**config.mk**
```make
export PLATFORM = sky130hd
export DESIGN_NAME = ibuf_load_sched
export DESIGN_NICKNAME = d
export VERILOG_FILES = /design/src/rtl/ibuf_load_sched.sv
export SDC_FILE = /design/constraint.sdc
export NUM_CORES = 1
export LEC_CHECK = 0
export ABC_CLOCK_PERIOD_IN_PS = 6000
export CAP_MARGIN = 20
export CORE_ASPECT_RATIO = 1.2
export CORE_MARGIN = 4
export CORE_UTILIZATION = 35
export CTS_CLUSTER_SIZE = 10
export DETAILED_ROUTE_END_ITERATION = 8
export PLACE_DENSITY_LB_ADDON = 0.05
export SLEW_MARGIN = 20
export SYNTH_ARGS = -nofsm -noshare
export SYNTH_HDL_FRONTEND = slang
export SYNTH_SLANG_ARGS = --single-unit
```
**constraint.sdc**
```tcl
create_clock -name i_clk -period 6 [get_ports i_clk]
set_clock_uncertainty 0.1 [all_clocks]
set_input_delay 0.9 -clock i_clk [delete_from_list [all_inputs] [get_ports i_clk]]
set_output_delay 0.9 -clock i_clk [all_outputs]
set_load 0.03 [all_outputs]
```
**src/rtl/ibuf_load_sched.sv**
```systemverilog
// Index-buffer loader job scheduler: queues index-load jobs, configures and starts the
// loader, issues the job's DDR burst read, and retires the job on the loader's done pulse.
module ibuf_load_sched #(
  parameter int PE_NUM     = 32,
  parameter int ADDR_W     = 32,
  parameter int IDX_BATCH  = 16,
  parameter int FIFO_DEPTH = 4
) (
  input  logic              i_clk,
  input  logic              i_rst_n,
  input  logic              i_cmd_valid,
  output logic              o_cmd_ready,
  input  logic [ADDR_W-1:0] i_cmd_addr,
  input  logic [7:0]        i_cmd_idx_num,
  input  logic [PE_NUM-1:0] i_cmd_mask,
  input  logic [3:0]        i_cmd_mode,
  output logic              o_rd_req_valid,
  input  logic              i_rd_req_ready,
  output logic [ADDR_W-1:0] o_rd_req_addr,
  output logic [4:0]        o_rd_req_len,
  output logic              o_ld_start,
  output logic [3:0]        o_ld_conf_mode,
  output logic [7:0]        o_ld_conf_idx_num,
  output logic [PE_NUM-1:0] o_ld_conf_mask,
  input  logic              i_ld_done,
  output logic              o_job_done,
  output logic              o_busy
);

  localparam int JOB_W  = ADDR_W + 8 + PE_NUM + 4;
  localparam int IDX_W  = (FIFO_DEPTH > 1) ? $clog2(FIFO_DEPTH) : 1;
  localparam int CNT_W  = $clog2(FIFO_DEPTH + 1);
  localparam int LOG2_B = $clog2(IDX_BATCH);

  typedef enum logic [2:0] {S_IDLE, S_LOAD, S_START, S_REQ, S_WAIT, S_FIN} state_t;

  state_t             r_state;
  state_t             w_next;

  logic [JOB_W-1:0]   r_mem [FIFO_DEPTH];
  logic [IDX_W-1:0]   r_wr_idx;
  logic [IDX_W-1:0]   r_rd_idx;
  logic [CNT_W-1:0]   r_count;
  logic               r_rdy_en;

  logic [ADDR_W-1:0]  r_job_addr;
  logic [7:0]         r_job_num;
  logic [PE_NUM-1:0]  r_job_mask;
  logic [3:0]         r_job_mode;

  logic [ADDR_W-1:0]  r_req_addr;
  logic [4:0]         r_req_len;
  logic [3:0]         r_conf_mode;
  logic [7:0]         r_conf_num;
  logic [PE_NUM-1:0]  r_conf_mask;

  logic               w_full;
  logic               w_empty;
  logic               w_push;
  logic               w_pop;
  logic [JOB_W-1:0]   w_head;
  logic [ADDR_W-1:0]  w_head_addr;
  logic [7:0]         w_head_num;
  logic [PE_NUM-1:0]  w_head_mask;
  logic [3:0]         w_head_mode;
  logic [8:0]         w_len_sum;
  logic [4:0]         w_len;

  function automatic logic [IDX_W-1:0] inc_idx(input logic [IDX_W-1:0] idx);
    return (idx == IDX_W'(FIFO_DEPTH - 1)) ? '0 : idx + 1'b1;
  endfunction

  assign w_full      = (r_count == CNT_W'(FIFO_DEPTH));
  assign w_empty     = (r_count == '0);
  assign o_cmd_ready = r_rdy_en && !w_full;
  assign w_push      = i_cmd_valid && o_cmd_ready;
  assign w_pop       = (r_state == S_IDLE) && !w_empty;
  assign w_head      = r_mem[r_rd_idx];
  assign {w_head_addr, w_head_num, w_head_mask, w_head_mode} = w_head;

  // Widened to 9 bits so idx_num=255 rounds up to 16 beats without wrapping
  assign w_len_sum = {1'b0, r_job_num} + 9'(IDX_BATCH - 1);
  assign w_len     = 5'(w_len_sum >> LOG2_B);

  always_ff @(posedge i_clk) begin
    if (w_push) r_mem[r_wr_idx] <= {i_cmd_addr, i_cmd_idx_num, i_cmd_mask, i_cmd_mode};
  end

  always_ff @(posedge i_clk or negedge i_rst_n) begin
    if (!i_rst_n) begin
      r_wr_idx <= '0;
      r_rd_idx <= '0;
      r_count  <= '0;
      r_rdy_en <= 1'b0;
    end else begin
      r_rdy_en <= 1'b1;
      if (w_push) r_wr_idx <= inc_idx(r_wr_idx);
      if (w_pop)  r_rd_idx <= inc_idx(r_rd_idx);
      case ({w_push, w_pop})
        2'b10:   r_count <= r_count + CNT_W'(1);
        2'b01:   r_count <= r_count - CNT_W'(1);
        default: r_count <= r_count;
      endcase
    end
  end

  always_ff @(posedge i_clk or negedge i_rst_n) begin
    if (!i_rst_n) r_state <= S_IDLE;
    else          r_state <= w_next;
  end

  always_comb begin
    w_next = r_state;
    case (r_state)
      S_IDLE:  if (!w_empty) w_next = S_LOAD;
      S_LOAD:  w_next = (r_job_num == 8'd0) ? S_FIN : S_START;
      S_START: w_next = S_REQ;
      S_REQ:   if (i_rd_req_ready) w_next = S_WAIT;
      S_WAIT:  if (i_ld_done) w_next = S_FIN;
      S_FIN:   w_next = S_IDLE;
      default: w_next = S_IDLE;
    endcase
  end

  always_comb begin
    o_ld_start     = (r_state == S_START);
    o_rd_req_valid = (r_state == S_REQ);
    o_job_done     = (r_state == S_FIN);
    o_busy         = (r_state != S_IDLE) || !w_empty;
  end

  // Loader config and request fields are latched in LOAD so they are stable before ld_start
  always_ff @(posedge i_clk or negedge i_rst_n) begin
    if (!i_rst_n) begin
      r_job_addr  <= '0;
      r_job_num   <= '0;
      r_job_mask  <= '0;
      r_job_mode  <= '0;
      r_req_addr  <= '0;
      r_req_len   <= '0;
      r_conf_mode <= '0;
      r_conf_num  <= '0;
      r_conf_mask <= '0;
    end else begin
      if (w_pop) begin
        r_job_addr <= w_head_addr;
        r_job_num  <= w_head_num;
        r_job_mask <= w_head_mask;
        r_job_mode <= w_head_mode;
      end
      if (r_state == S_LOAD) begin
        r_req_addr  <= r_job_addr;
        r_req_len   <= w_len;
        r_conf_mode <= r_job_mode;
        r_conf_num  <= r_job_num;
        r_conf_mask <= r_job_mask;
      end
    end
  end

  assign o_rd_req_addr     = r_req_addr;
  assign o_rd_req_len      = r_req_len;
  assign o_ld_conf_mode    = r_conf_mode;
  assign o_ld_conf_idx_num = r_conf_num;
  assign o_ld_conf_mask    = r_conf_mask;

endmodule
```
==> impl_metrics.env <==
export IMPL_layout_commonest_cell="edfxtp_1"
export IMPL_dp_hpwl_mm=22.8
export IMPL_clock_sinks=472
export IMPL_drtPass1Iterations=6
export IMPL_path_cells="nor3b_1 > clkdlybuf4s50_1"
export IMPL_die_x_um=213
export IMPL_ir_drop_mv=0.237
export IMPL_setup_viol=0
export IMPL_yosys_area_top_type="edfxtp_1"
export IMPL_cp_depth=2
export IMPL_worstSetupEndpointType="output port"
export IMPL_ctsHoldBuffers=0
export IMPL_muxShareOfSynthArea=0.153
export IMPL_postCtsSetupRepairBufs=0
export IMPL_power_density_mw_per_mm2=540
export IMPL_hold_viol_final=0
export IMPL_finalCriticalPeriod_ns=3.11
export IMPL_slowest_delay_ns=0.70
export IMPL_grt_start_max_net_pins=107
export IMPL_first_iter_violations=567
export IMPL_io_pins=167
export IMPL_ff2ff_setup_slack_ns=3.04
export IMPL_synth_xor_area_frac=0.00248
export IMPL_synth_compound_area_frac=0.00489
export IMPL_async_flop_share=0.356
export IMPL_clockBufferDepth=3
export IMPL_track_usage=0.148
export IMPL_worst_pin_slew_ns=1.03
export IMPL_ys_warnings_count=0
export IMPL_antenna_found_initial=3
export IMPL_final_layout_size_suffix_gt1_frac=0.201
export IMPL_ant_nets=0
export IMPL_max_cap_violations=0
export IMPL_grt_overflow=0
export IMPL_post_drt_wl_per_cell_um=21.2
export IMPL_start_util=0.356
export IMPL_grt_pass1_vias=9762
export IMPL_ys_types=40
export IMPL_finalCritPeriodShare=0.518
export IMPL_cp_arrival_ns=2.11
export IMPL_final_cell_mix="304 x edfxtp_1, 240 x nand2_1, 166 x dfrtp_1"
export IMPL_critPathBufInv=1
export IMPL_dr_total_vias=8836
export IMPL_r2r_start="r_state[2]$_DFFE_PN0P_"
export IMPL_design_core_area_sq_mm=0.0496
export IMPL_synth_top_area_frac=0.518
export IMPL_slew_limit_headroom=0.312
export IMPL_synth_edf_count=304
export IMPL_fin_tns_setup_ns=0
export IMPL_syn_num_nets=1067
export IMPL_ys_flop_type="edfxtp_1"
export IMPL_cts_clk_slew_worst_paths_ns=0.05
export IMPL_wirelength_mm=39.2
export IMPL_hold_slack_ns=0.192
export IMPL_clk_latency_ns=0.58
export IMPL_max_freq_mhz=322
export IMPL_r2r_cells=9
export IMPL_cts_root_buf="clkbuf_16"
export IMPL_synth_fa_ha_area_frac=0.00539
export IMPL_die_y_um=254
export IMPL_worstSetupStartpoint="r_state[1]$_DFFE_PN0P_"
export IMPL_vias_per_cell=4.77
export IMPL_grt_pass1_wl_mm=60.8
export IMPL_htree_levels=2
export IMPL_tritoncts="yes"
export IMPL_numCtsBuffers=54
export IMPL_startpoint_type="flop"
export IMPL_endpoint="o_ld_start"
export IMPL_cp_max_fo=13
export IMPL_cts_resized=0
export IMPL_area_growth_pct=22.6
export IMPL_crit_family="buffers and inverters"
export IMPL_port_buffers=166
export IMPL_netlist_instances=979
export IMPL_netlist_top_cells_area="edfxtp_1 52%, dfrtp_1 24%, mux4_2 9.7%"
export IMPL_drcViolationCount=0
export IMPL_rsz0062_at_grt="false"
export IMPL_ys_ff_latch=472
export IMPL_ys_seq_area_frac=0.756
export IMPL_cp_required_ns=5.00
export IMPL_critPathKind="flop to output port"
export IMPL_p_leak_nw=7.99
export IMPL_placementRows=89
export IMPL_r2r_end="r_count[2]$_DFFE_PN0P_"
export IMPL_die_area_sq_mm=0.0541
export IMPL_slowest_stage="clkdlybuf4s50_1"
export IMPL_avgSynthCellArea_sq_um=18.0
export IMPL_synth_top_family_by_area="multiplexers"
export IMPL_status="completed"
export IMPL_nets=1256
export IMPL_maxSlewViolCount=0
export IMPL_globalplace_congestion=0.677
export IMPL_syn_area_sq_mm=0.0176
export IMPL_yosys_area_share_simple=0.0624
export IMPL_worstHoldPathType="input port to asynchronous set/reset pin"
## synth_stat cells, drive strengths merged, types with 2 or more instances
library cell / instances
edfxtp: 304
nand2: 240
dfrtp: 168
mux2: 80
mux4: 76
buf: 29
clkbuf: 18
inv: 8
ha: 6
nand3: 6
nor2: 5
and2: 4
nor3b: 4
o21ai: 4
xor2: 3
nor2b: 2
nor3: 2
nor4: 2
o211ai: 2
or4: 2
xnor2: 2
## state kept, by name, indices dropped and copies added (netlist names)
| signal | count |
|---|---|
| r_wr_idx | 2 |
| r_rd_idx | 2 |
| r_mem | 304 |
| o_ld_conf_idx_num | 8 |
| r_job_addr | 32 |
| o_rd_req_addr | 32 |
| r_job_num | 8 |
| r_job_mask | 32 |
| r_state | 3 |
| o_rd_req_len | 5 |
| o_ld_conf_mode | 4 |
| r_job_mode | 4 |
| o_ld_conf_mask | 32 |
| r_rdy_en | 1 |
| r_count | 3 |
## through the flow
step                      setup WS (ns)   util  std cells  total power [mW]  area, sq um
after CTS                          2.85  0.436       1850              11.9        21600
after floorplan                    2.50      -        979              7.45        17600
after global routing               2.72  0.436       1850              12.4        21600
after detailed placement           2.41  0.404       1749              8.83        20000
after global placement             2.42  0.403       1748              8.78        20000
final                              2.89  0.436       1851              11.7        21600
## metal layers
metal  up-vias  GRT usage  share of wire
met5         -          0        0.00038
met4         2     0.0457          0.023
met3        68     0.0274          0.042
met2       181      0.239           0.49
met1      4581      0.205           0.45
li1       4004          -              -
## worst register-to-register path, delay by kind of cell, from the launching register on
kind / cells / cell delay [ns]
xor+xnor: 2 / 0.28
fa+ha+maj: 2 / 0.70
buf+inv: 2 / 0.71
flops: 1 / 0.52
simple gates: 3 / 0.57
## power by group
group | switching [mW] | internal (mW)
Clock | 1.24 | 1.79
Combinational | 2.02 | 1.79
Sequential | 0.514 | 4.32
Total | 3.78 | 7.89
## cell families after synthesis
group,count (synthesis)
adders and majority gates,7
and+or+nand+nor,270
muxes,157
buffers and inverters,55
xor gates and xnor gates,5
DFF,472
AOI/OAI and AO/OA,12
other,1
## cell type report
cell class	count	area [sq um]
multi-input combinational	452	4050
clock inverter	1	8.76
inverter	8	30.0
sequential	472	13300
fill	4433	27900
tap	637	797
antenna	1	2.50
clock buffer	100	1610
timing repair buffer	180	1790
## worst min path at each step
stage	start	endpoint	slack, ns	cells after the start
floorplan	r_job_mask[12]$_DFFE_PN0P_	o_ld_conf_mask[12]$_DFFE_PN0P_	0.33	2
global placement	r_job_addr[5]$_DFFE_PN0P_	o_rd_req_addr[5]$_DFFE_PN0P_	0.35	2
detailed placement	r_job_addr[16]$_DFFE_PN0P_	o_rd_req_addr[16]$_DFFE_PN0P_	0.35	2
CTS	i_rst_n	o_ld_conf_idx_num[4]$_DFFE_PN0P_	0.20	1
global route	i_rst_n	o_ld_conf_idx_num[4]$_DFFE_PN0P_	0.21	1
finish	i_rst_n	o_ld_conf_idx_num[4]$_DFFE_PN0P_	0.19	1
No activity file was read; power rests on OpenSTA's default activity.
